[src/rtl/hdlc_pkg.sv]
// Shared HDLC definitions for the transmit and receive channels: state
// encoding, flag, CRC-16/CCITT constants and the length slots in the buffer.
package hdlc_pkg;
  typedef enum logic [3:0] {
    S_IDLE, S_LEN_LO, S_LEN_HI, S_CHECK, S_PRE, S_DATA, S_FCS, S_CLOSE, S_DONE
  } state_t;

  localparam logic [7:0]  FLAG        = 8'h7E;
  localparam logic [15:0] CRC_POLY    = 16'h1021;
  localparam logic [15:0] CRC_PRESET  = 16'hFFFF;
  localparam logic [8:0]  ADDR_LEN_LO = 9'd510;
  localparam logic [8:0]  ADDR_LEN_HI = 9'd511;

  function automatic logic [15:0] crc_step(input logic [15:0] c, input logic b);
    return {c[14:0], 1'b0} ^ ((b ^ c[15]) ? CRC_POLY : 16'h0000);
  endfunction
endpackage

[src/rtl/hdlc_crc16_bit.sv]
// Bit-serial CRC-16/CCITT register, one bit per enable; shared with the receiver.
module hdlc_crc16_bit
  import hdlc_pkg::*;
(
  input  logic        clk,
  input  logic        rst,
  input  logic        init,
  input  logic        en,
  input  logic        din,
  output logic [15:0] crc
);
  always_ff @(posedge clk or posedge rst) begin
    if (rst)       crc <= CRC_PRESET;
    else if (init) crc <= CRC_PRESET;
    else if (en)   crc <= crc_step(crc, din);
  end
endmodule

[src/rtl/hdlctx.sv]
// HDLC frame transmitter: buffer RAM -> flags, stuffed payload, FCS, flag on datat.
// Option HDLC_TX_IDLE_FLAG_EN: datat carries continuous flags between frames.
module hdlctx
  import hdlc_pkg::*;
#(
  parameter int unsigned PRE_FLAGS = 1,
  parameter logic [8:0]  MAX_LEN   = 9'd508
) (
  input  logic       clkt,
  input  logic       rst,
  input  logic       start,
  input  logic [7:0] ramq,
  output logic [8:0] rama,
  output logic       hrd,
  output logic       datat,
  output logic       flagt,
  output logic       busy,
  output logic       done,
  output logic       err
);
  state_t      state, state_nx;
  logic [2:0]  bi, ones;
  logic [8:0]  cnt, len, len_c;
  logic [7:0]  lo, cur, nxt;
  logic [15:0] crc;
  logic        rd_vld, bad, stuff, last_bit, pay_bit, idle_bit, hold, crc_init, crc_en;

  assign len_c    = {ramq[0], lo};
  assign bad      = (len_c == 9'd0) || (len_c > MAX_LEN);
  assign stuff    = (state inside {S_DATA, S_FCS, S_CLOSE}) && (ones == 3'd5);
  assign last_bit = (bi == 3'd7);
  assign pay_bit  = (state == S_FCS) ? crc[~cnt[3:0]] : cur[bi];

`ifdef HDLC_TX_IDLE_FLAG_EN
  // Idle flags run freely; a frame waits in PRE until the idle flag wraps.
  logic [2:0] ip;
  assign idle_bit = FLAG[ip];
  assign hold     = (state == S_PRE) && !flagt && (ip != 3'd0);
  always_ff @(posedge clkt or posedge rst) begin
    if (rst) ip <= 3'd0;
    else if (hold || (state inside {S_IDLE, S_LEN_LO, S_LEN_HI, S_CHECK, S_DONE}))
      ip <= ip + 3'd1;
  end
`else
  assign idle_bit = 1'b1;
  assign hold     = 1'b0;
`endif

  hdlc_crc16_bit u_crc (
    .clk(clkt), .rst(rst), .init(crc_init), .en(crc_en), .din(cur[bi]), .crc(crc)
  );

  always_comb begin
    state_nx = state;
    crc_init = 1'b0;
    crc_en   = 1'b0;
    case (state)
      S_IDLE:   if (start) state_nx = S_LEN_LO;
      S_LEN_LO: state_nx = S_LEN_HI;
      S_LEN_HI: state_nx = S_CHECK;
      S_CHECK:  if (bi == 3'd1) begin
        state_nx = bad ? S_IDLE : S_PRE;
        crc_init = !bad;
      end
      S_PRE:    if (!hold && last_bit && cnt == 9'(PRE_FLAGS - 1)) state_nx = S_DATA;
      S_DATA: begin
        crc_en = !stuff;
        if (!stuff && last_bit && cnt == len - 9'd1) state_nx = S_FCS;
      end
      S_FCS:    if (!stuff && cnt == 9'd15) state_nx = S_CLOSE;
      S_CLOSE:  if (!stuff && last_bit) state_nx = S_DONE;
      S_DONE:   state_nx = S_IDLE;
      default:  state_nx = S_IDLE;
    endcase
  end

  always_ff @(posedge clkt or posedge rst) begin
    if (rst) begin
      state <= S_IDLE;
      rama  <= '0;   hrd  <= 1'b0; datat <= 1'b1; flagt <= 1'b0;
      busy  <= 1'b0; done <= 1'b0; err   <= 1'b0;
      bi    <= '0;   ones <= '0;   cnt   <= '0;   len   <= '0;
      lo    <= '0;   cur  <= '0;   nxt   <= '0;   rd_vld <= 1'b0;
    end else begin
      state  <= state_nx;
      hrd    <= 1'b0;
      done   <= 1'b0;
      err    <= 1'b0;
      rd_vld <= hrd;
      if (rd_vld) nxt <= ramq;
      case (state)
        S_IDLE: begin
          datat <= idle_bit;
          if (start) busy <= 1'b1;
        end
        S_LEN_LO: begin datat <= idle_bit; rama <= ADDR_LEN_LO; hrd <= 1'b1; end
        S_LEN_HI: begin datat <= idle_bit; rama <= ADDR_LEN_HI; hrd <= 1'b1; end
        S_CHECK: begin
          datat <= idle_bit;
          bi    <= bi + 3'd1;
          if (bi == 3'd0) lo <= ramq;
          else begin
            len <= len_c; bi <= 3'd0; cnt <= 9'd0;
            if (bad) begin err <= 1'b1; busy <= 1'b0; end
            else begin rama <= 9'd0; hrd <= 1'b1; end
          end
        end
        S_PRE: if (hold) datat <= idle_bit;
        else begin
          datat <= FLAG[bi];
          flagt <= 1'b1;
          bi    <= bi + 3'd1;
          if (last_bit) begin
            if (state_nx == S_DATA) begin
              cnt <= 9'd0; ones <= 3'd0; cur <= nxt; rama <= 9'd1; hrd <= (len > 9'd1);
            end else cnt <= cnt + 9'd1;
          end
        end
        S_DATA, S_FCS: if (stuff) begin
          datat <= 1'b0; ones <= 3'd0;
        end else begin
          datat <= pay_bit;
          ones  <= pay_bit ? ones + 3'd1 : 3'd0;
          if (state == S_FCS) cnt <= cnt + 9'd1;
          else begin
            bi <= bi + 3'd1;
            // Byte n+1 is already in nxt; fetch n+2 while n+1 shifts.
            if (last_bit) begin
              if (state_nx == S_FCS) cnt <= 9'd0;
              else begin
                cnt  <= cnt + 9'd1;
                cur  <= nxt;
                rama <= cnt + 9'd2;
                hrd  <= ({1'b0, cnt} + 10'd2) < {1'b0, len};
              end
            end
          end
        end
        S_CLOSE: if (stuff) begin
          datat <= 1'b0; ones <= 3'd0;
        end else begin
          datat <= FLAG[bi]; bi <= bi + 3'd1;
        end
        S_DONE: begin
          datat <= idle_bit; flagt <= 1'b0; busy <= 1'b0; done <= 1'b1;
        end
        default: ;
      endcase
    end
  end
endmodule

[config.mk]
export PLATFORM = sky130hd
export DESIGN_NAME = hdlctx
export DESIGN_NICKNAME = d
export VERILOG_FILES = /design/src/rtl/hdlc_pkg.sv /design/src/rtl/hdlc_crc16_bit.sv /design/src/rtl/hdlctx.sv
export SDC_FILE = /design/constraint.sdc
export NUM_CORES = 1
export LEC_CHECK = 0
export ABC_CLOCK_PERIOD_IN_PS = 5700
export BUFFER_PORTS_ARGS = -buffer_cell sky130_fd_sc_hd__buf_4
export CAP_MARGIN = 40
export CORE_ASPECT_RATIO = 0.9
export CORE_MARGIN = 2
export CORE_UTILIZATION = 56
export CTS_BUF_LIST = sky130_fd_sc_hd__clkbuf_4
export CTS_CLUSTER_SIZE = 10
export DETAILED_ROUTE_END_ITERATION = 8
export PLACE_DENSITY = 0.84
export REMOVE_ABC_BUFFERS = 1
export SYNTH_ARGS = -nofsm -noshare
export SYNTH_HDL_FRONTEND = slang
export SYNTH_SLANG_ARGS = --single-unit
[constraint.sdc]
create_clock -name clkt -period 5.7 [get_ports clkt]
set_input_delay 0 -clock clkt [delete_from_list [all_inputs] [get_ports clkt]]
set_output_delay 0 -clock clkt [all_outputs]
set_load 0.01 [all_outputs]
## Yosys cells after proc, flatten, opt, wreduce, memory -nomap -nowiden

Memory sizes are Yosys's and may differ from the RTL's.
Index checks and enable logic that the tools add are counted.

- Add/subtract/negate cells: 6
- Order comparisons: 5
- Equality and inequality tests: 28
- Muxes and demuxes: 76
- Bitwise logic cells: 4
- Reduce and logical (&&, ||, !) cells: 33

Operator list:

| cell | number |
|---|---|
| 2-to-1 mux 9 bit | 15 |
| 2-to-1 mux 8 bit | 6 |
| one-hot mux 9 bit (5 select lines) | 1 |
| 2-to-1 mux 16 bit | 2 |
| one-hot mux 4 bit (8 select lines) | 1 |
| 2-to-1 mux 3 bit | 10 |
| one-hot mux 9 bit (3 select lines) | 1 |
| == test 4 x 3 -> 1 bit (second input constant) | 6 |
| 2-to-1 mux 1 bit | 24 |
| 2-to-1 mux 4 bit | 6 |
| inequality test 2 bit (second input constant) | 12 |
| zero test 9 bit | 2 |
| one-hot mux 8 bit (2 select lines) | 1 |
| bitwise XOR 16 bit | 1 |
| 2-to-1 mux 13 bit | 1 |
| one-hot mux 3 bit (4 select lines) | 1 |
| AND reduction 4 bit | 3 |
| nonzero test 3 bit | 4 |
| adder 9 x 2 -> 10 bit (second input constant) | 1 |
| < comparator 10 x 9 -> 1 bit | 1 |
| adder 9 x 1 -> 9 bit (second input constant) | 1 |
| adder 9 x 2 -> 9 bit (second input constant) | 1 |
| == test 9 x 4 -> 1 bit (second input constant) | 1 |
| == test 9 bit | 1 |
| 35 further kinds | 49 |

- Bits in registers: 84
- Memory bits (read-only): 8
- Output and inout bits: 15
- Memories kept: 1

Memory list:

| memory | depth | width | read ports | clocked after memory_dff | write ports | RTL line | RTL |
|---|---|---|---|---|---|---|---|
| (no name shown) | 8 | 1 | 1 | 0 | 0 | hdlctx.sv:142 | `datat <= FLAG[bi]; bi <= bi + 3'd1;` |

## Longest topological paths before layout

- Depth after elaboration: 14
- Depth in mapped cells: 11
- Depth with buffers taken out: 10

## Hierarchy

A second synthesis with hierarchy kept.

- Cells, all modules: 486
- Area total of the unflattened synthesis: 4917.2 um^2

Modules (own cells, without submodules):

| module | times used | cells each | area each (um^2) | sequential area each (um^2) |
|---|---|---|---|---|
| hdlctx | 1 | 429 | 4172.8 | 1702.9 |
| hdlc_crc16_bit | 1 | 57 | 744.5 | 420.4 |

## Worst setup path after synthesis

OpenSTA, ideal clock, no wires.

- Path type: register to register
- Start: register bi[0]
- End: register cur[0]
- Setup time: 125 ps
- Data arrival time: 2400 ps
- Slack: 3175 ps
- Stages on the path, launching flop included: 10
- Path buffers: 1
- Clock period less this slack: 2525 ps
- Path through: dfrtp_1 -> ha_1 -> ha_1 -> buf_4 -> nand2_1 -> o311ai_1 -> o211ai_1 -> a2111o_1 -> a21oi_4 -> mux2_4

- Cells in the longest elaborated chain, start to end: 8
- Elaborated cells between the ends (all ways): 17
- Classes of those cells: eq/ne: 8; mux: 5; reduce/logical: 4

Ends and longest elaborated chain:

| element | RTL line | RTL |
|---|---|---|
| start: declaration | hdlctx.sv:22 | `logic [2:0] bi, ones;` |
| start signal: assignment | hdlctx.sv:100 | `bi <= bi + 3'd1;` |
| start signal: assignment | hdlctx.sv:112 | `bi <= bi + 3'd1;` |
| start signal: assignment | hdlctx.sv:126 | `bi <= bi + 3'd1;` |
| == test 3 bit | hdlctx.sv:31 | `assign last_bit = (bi == 3'd7);` |
| logical AND 1 bit | hdlctx.sv:68, hdlctx.sv:71 |  |
| logical AND 1 bit | hdlctx.sv:68 | `if (!stuff && last_bit && cnt == len - 9'd1) state_nx = S_FCS;` |
| 2-to-1 mux 4 bit | hdlctx.sv:68 |  |
| one-hot mux 4 bit (8 select lines) | hdlctx.sv:57 | `case (state)` |
| == test 4 x 3 -> 1 bit, on equally long branches | hdlctx.sv:129, hdlctx.sv:114 |  |
| inequality test 2 bit (no line) | n/a |  |
| AND reduction 7 bit (no line) (*) | n/a |  |
| end signal: assignment | hdlctx.sv:132 | `cur <= nxt;` |
| end: declaration | hdlctx.sv:24 | `logic [7:0] lo, cur, nxt;` |

Every way passes the cells marked *; elsewhere a longest branch is shown, timed or not.
A chain may end at the register's enable or synchronous reset.

## Final worst setup path

- Start: register bi[0]
- End: register cur[1]

Same word-level chain as after synthesis.

==> impl_results.md <==
- Outcome: completed
- Pwr dens: just over 400 nW/um^2
- Starting Density: slightly below 60%
- R2R setup slack: between 2 and 3 ns
- Clock tree buffer depth: 2
- Netlist cell types: 73
- Final setup fails: 0
- R2R Path Start: bi[0]$_DFFE_PP0P_
- Max-slew violation count: 0
- Most common cell after layout, fill and taps aside: dfrtp_1
- Final cycle utilization of the critical path: about 50%
- Max-Cap Viols: 0
- Vias in the first global route: between 3,000 and 4,000
- Initial antenna violation count: 0
- Root buffer cell: clkbuf_4
- Clk slew on worst S/H paths: 0.13 ns
- Total power: approximately 2200 uW
- DP Worst Slack: roughly 2.9 ns
- Setup ws final: about 2.8 ns
- Final Net Count: 538
- Main synth FF type: dfrtp_1
- Maximum clock frequency: between 0.3 and 0.4 GHz
- Commonest cells after routing, fill and taps aside: dfrtp_1, nand2_1, inv_1, buf_4, nand3_1
- Reg2reg path depth: 8
- Via count: about 3,800
- Die ar.: just under 10,000 sq um
- Post-Syn Area per Cell: between 10 and 15 sq um
- Post-synth EDFFs: 0
- Worst Setup SP: bi[0]$_DFFE_PP0P_
- Period minus WS final: approximately 2.9 ns
- Num rows: 32
- Top Ports: 26
- Avg Vias per Cell: a little over 6
- Clock Latency Late Sink: roughly 0.45 ns
- DRT Pass-1 Iters: 6
- Setup TNS: 0 ns
- Placer Congestion: ~0.88
- Initial DRC count: approximately 320
- Synthesized cell area: around 5000 sq um
- CTS tree: yes
- CP required: 6.05 ns
- Die Width: 103.4 microns
- Port-buffer cells: 25
- H-tree Lvls: 3
- GRT Util Overall: about a quarter
- Post-Synthesis Cells: ~480
- Hold Violations, Final: 0
- Core Area: between 8000 and 9000 sq um
- Global-route wire length before repair: 18.67 mm
- Postcts setup bufs: 0
- Synth-to-layout area growth: 10.42%
- CP max FO: 8
- Detailed placement HPWL: between 8 and 9 mm
- ANT nets after route: 0
- CTS buffer count: 9
- Max rail drop VDD: about 0.28 mV
- R2R Path End: cur[1]$_DFFE_PP0P_
- Crit Path Category: register to register
- Global route overflow: 0
- RSZ-0062 raised after global routing: no
- Drt wl/cell: 17.98 microns
- Yosys reg bits: 84
- Clock Skew: about 0.016 ns
- P_leak: between 0.002 and 0.0025 uW
- Clk sink count: 84
- Ant diodes: 0
- CP Data Arrival Time: around 3.2 ns
- Final WL: between 10 and 15 mm
- Rel. slew slack: just under 50%
- Synthesis Warnings: 0
- Largest net degree at the start of global routing: 45
- Synth async-reset ratio: 100.0%
- Crit path launch type: register
- Share of layout cells above drive strength 1: a little under a quarter
- Sequential area share after synthesis: between 40 and 50%
- Die Ht: 93.47 microns
- DRC Markers: 0
- Slew @ Worst Pin: 0.7372 ns
- CP Capture Type: register
- Worst hold path class: primary input to asynchronous set/reset pin
-- cells by family (layout without fill, tap and decap cells) --
logic type | after synthesis | count (layout) | share of synthesized area (%)
flip-flops | 84 | 84 | 42.63
AND/OR/NAND/NOR | 153 | 153 | 15.93
adder cells (fa/ha/maj) | 20 | 20 | 5.024
AO/OA/AOI/OAI | 100 | 100 | 14.39
XOR/XNOR | 21 | 21 | 3.843
buffers and inverters | 53 | 83 | 4.546
multiplexers | 51 | 51 | 13.64
-- metal layers --
layer	part of all wire, %	global-route usage, %	up-vias
li1	-	-	1779
met1	45	36.78	1895
met2	47	36.77	145
met3	6.3	5.680	20
met4	1.2	7.237	0
met5	0	0	-
-- registers in the layout (all words and copies together) (netlist names), 3 cells and up --
register and count:
bi 3, cnt 9, cur 8, len 9
lo 8, nxt 8, ones 3, rama 9
state 4, u_crc.crc 16
-- worst max-delay path: stages (launching register included) --
cell and delay, ns:
dfrtp_1 0.49, ha_1 0.22, ha_1 0.32, nand2_1 0.09
o311ai_1 0.32, o211ai_1 0.13, a2111o_1 0.50, a21oi_4 0.36
mux2_4 0.34
-- Yosys cell counts (all sizes together) (4+ instances only) --
cell type / instances / area (sq um)
xor2: 6 / 60.06
buf: 14 / 80.07
nor3: 6 / 40.04
nor2: 24 / 102.6
inv: 29 / 108.9
nor4: 6 / 58.80
xnor2: 15 / 131.4
nand3: 26 / 130.1
a21oi: 26 / 156.4
ha: 20 / 250.2
mux4: 7 / 157.7
o2111ai: 4 / 52.56
nand2b: 4 / 25.02
nand2: 54 / 210.2
dfstp: 17 / 446.7
mux2i: 9 / 90.09
o21a: 7 / 52.55
nor2b: 6 / 37.54
o211ai: 5 / 37.54
nand4: 6 / 37.54
clkbuf: 10 / 37.54
mux2: 35 / 431.7
dfrtp: 67 / 1677
o21ai: 28 / 155.2
-- worst max path at each step --
stage / cells past startpoint / endpoint / slack (ns)
4_1_cts: 8 / cur[1]$_DFFE_PP0P_ / 2.85
5_1_grt: 9 / ones[1]$_DFFE_PP0P_ / 2.65
2_1_floorplan: 8 / cur[0]$_DFFE_PP0P_ / 3.15
6_report: 8 / cur[1]$_DFFE_PP0P_ / 2.84
3_3_place_gp: 8 / cur[1]$_DFFE_PP0P_ / 3.00
3_5_place_dp: 8 / cur[7]$_DFFE_PP0P_ / 2.88
-- final cells by class --
class                           count  area, sq um
Fill cell                         673         3108
Multi-Input combinational cell    345         2631
Sequential cell                    84         2123
Timing Repair Buffer               38        322.8
Tap cell                          119        148.9
Inverter                           29        110.1
Clock inverter                      6        88.84
Clock buffer                       10        75.07
-- stage by stage --
stage                     instance area (sq um)  hold WS (ns)  utilization [%]  instances
after floorplan                            4863        0.1506                -        458
after global placement                     5216        0.2463            60.60        604
after detailed placement                   5236        0.1641            60.83        605
after CTS                                  5500        0.2303            63.90        631
after global routing                       5500        0.2660            63.90        631
final                                      5500        0.2150            63.90        631
-- report_power, final --
part           total [uW]  switching, uW  internal (uW)
logic                 835            385            450
registers             993            178            815
clock network         395            213            183
total                2220            776           1450
-- what timing repair did --
| item | CTS | global route |
|---|---|---|
| resized for setup | 0 | 0 |
| hold buffers | 10 | 0 |
| hold endpoints to repair | 41 | 0 |
Power figures use the tool's default switching activity.
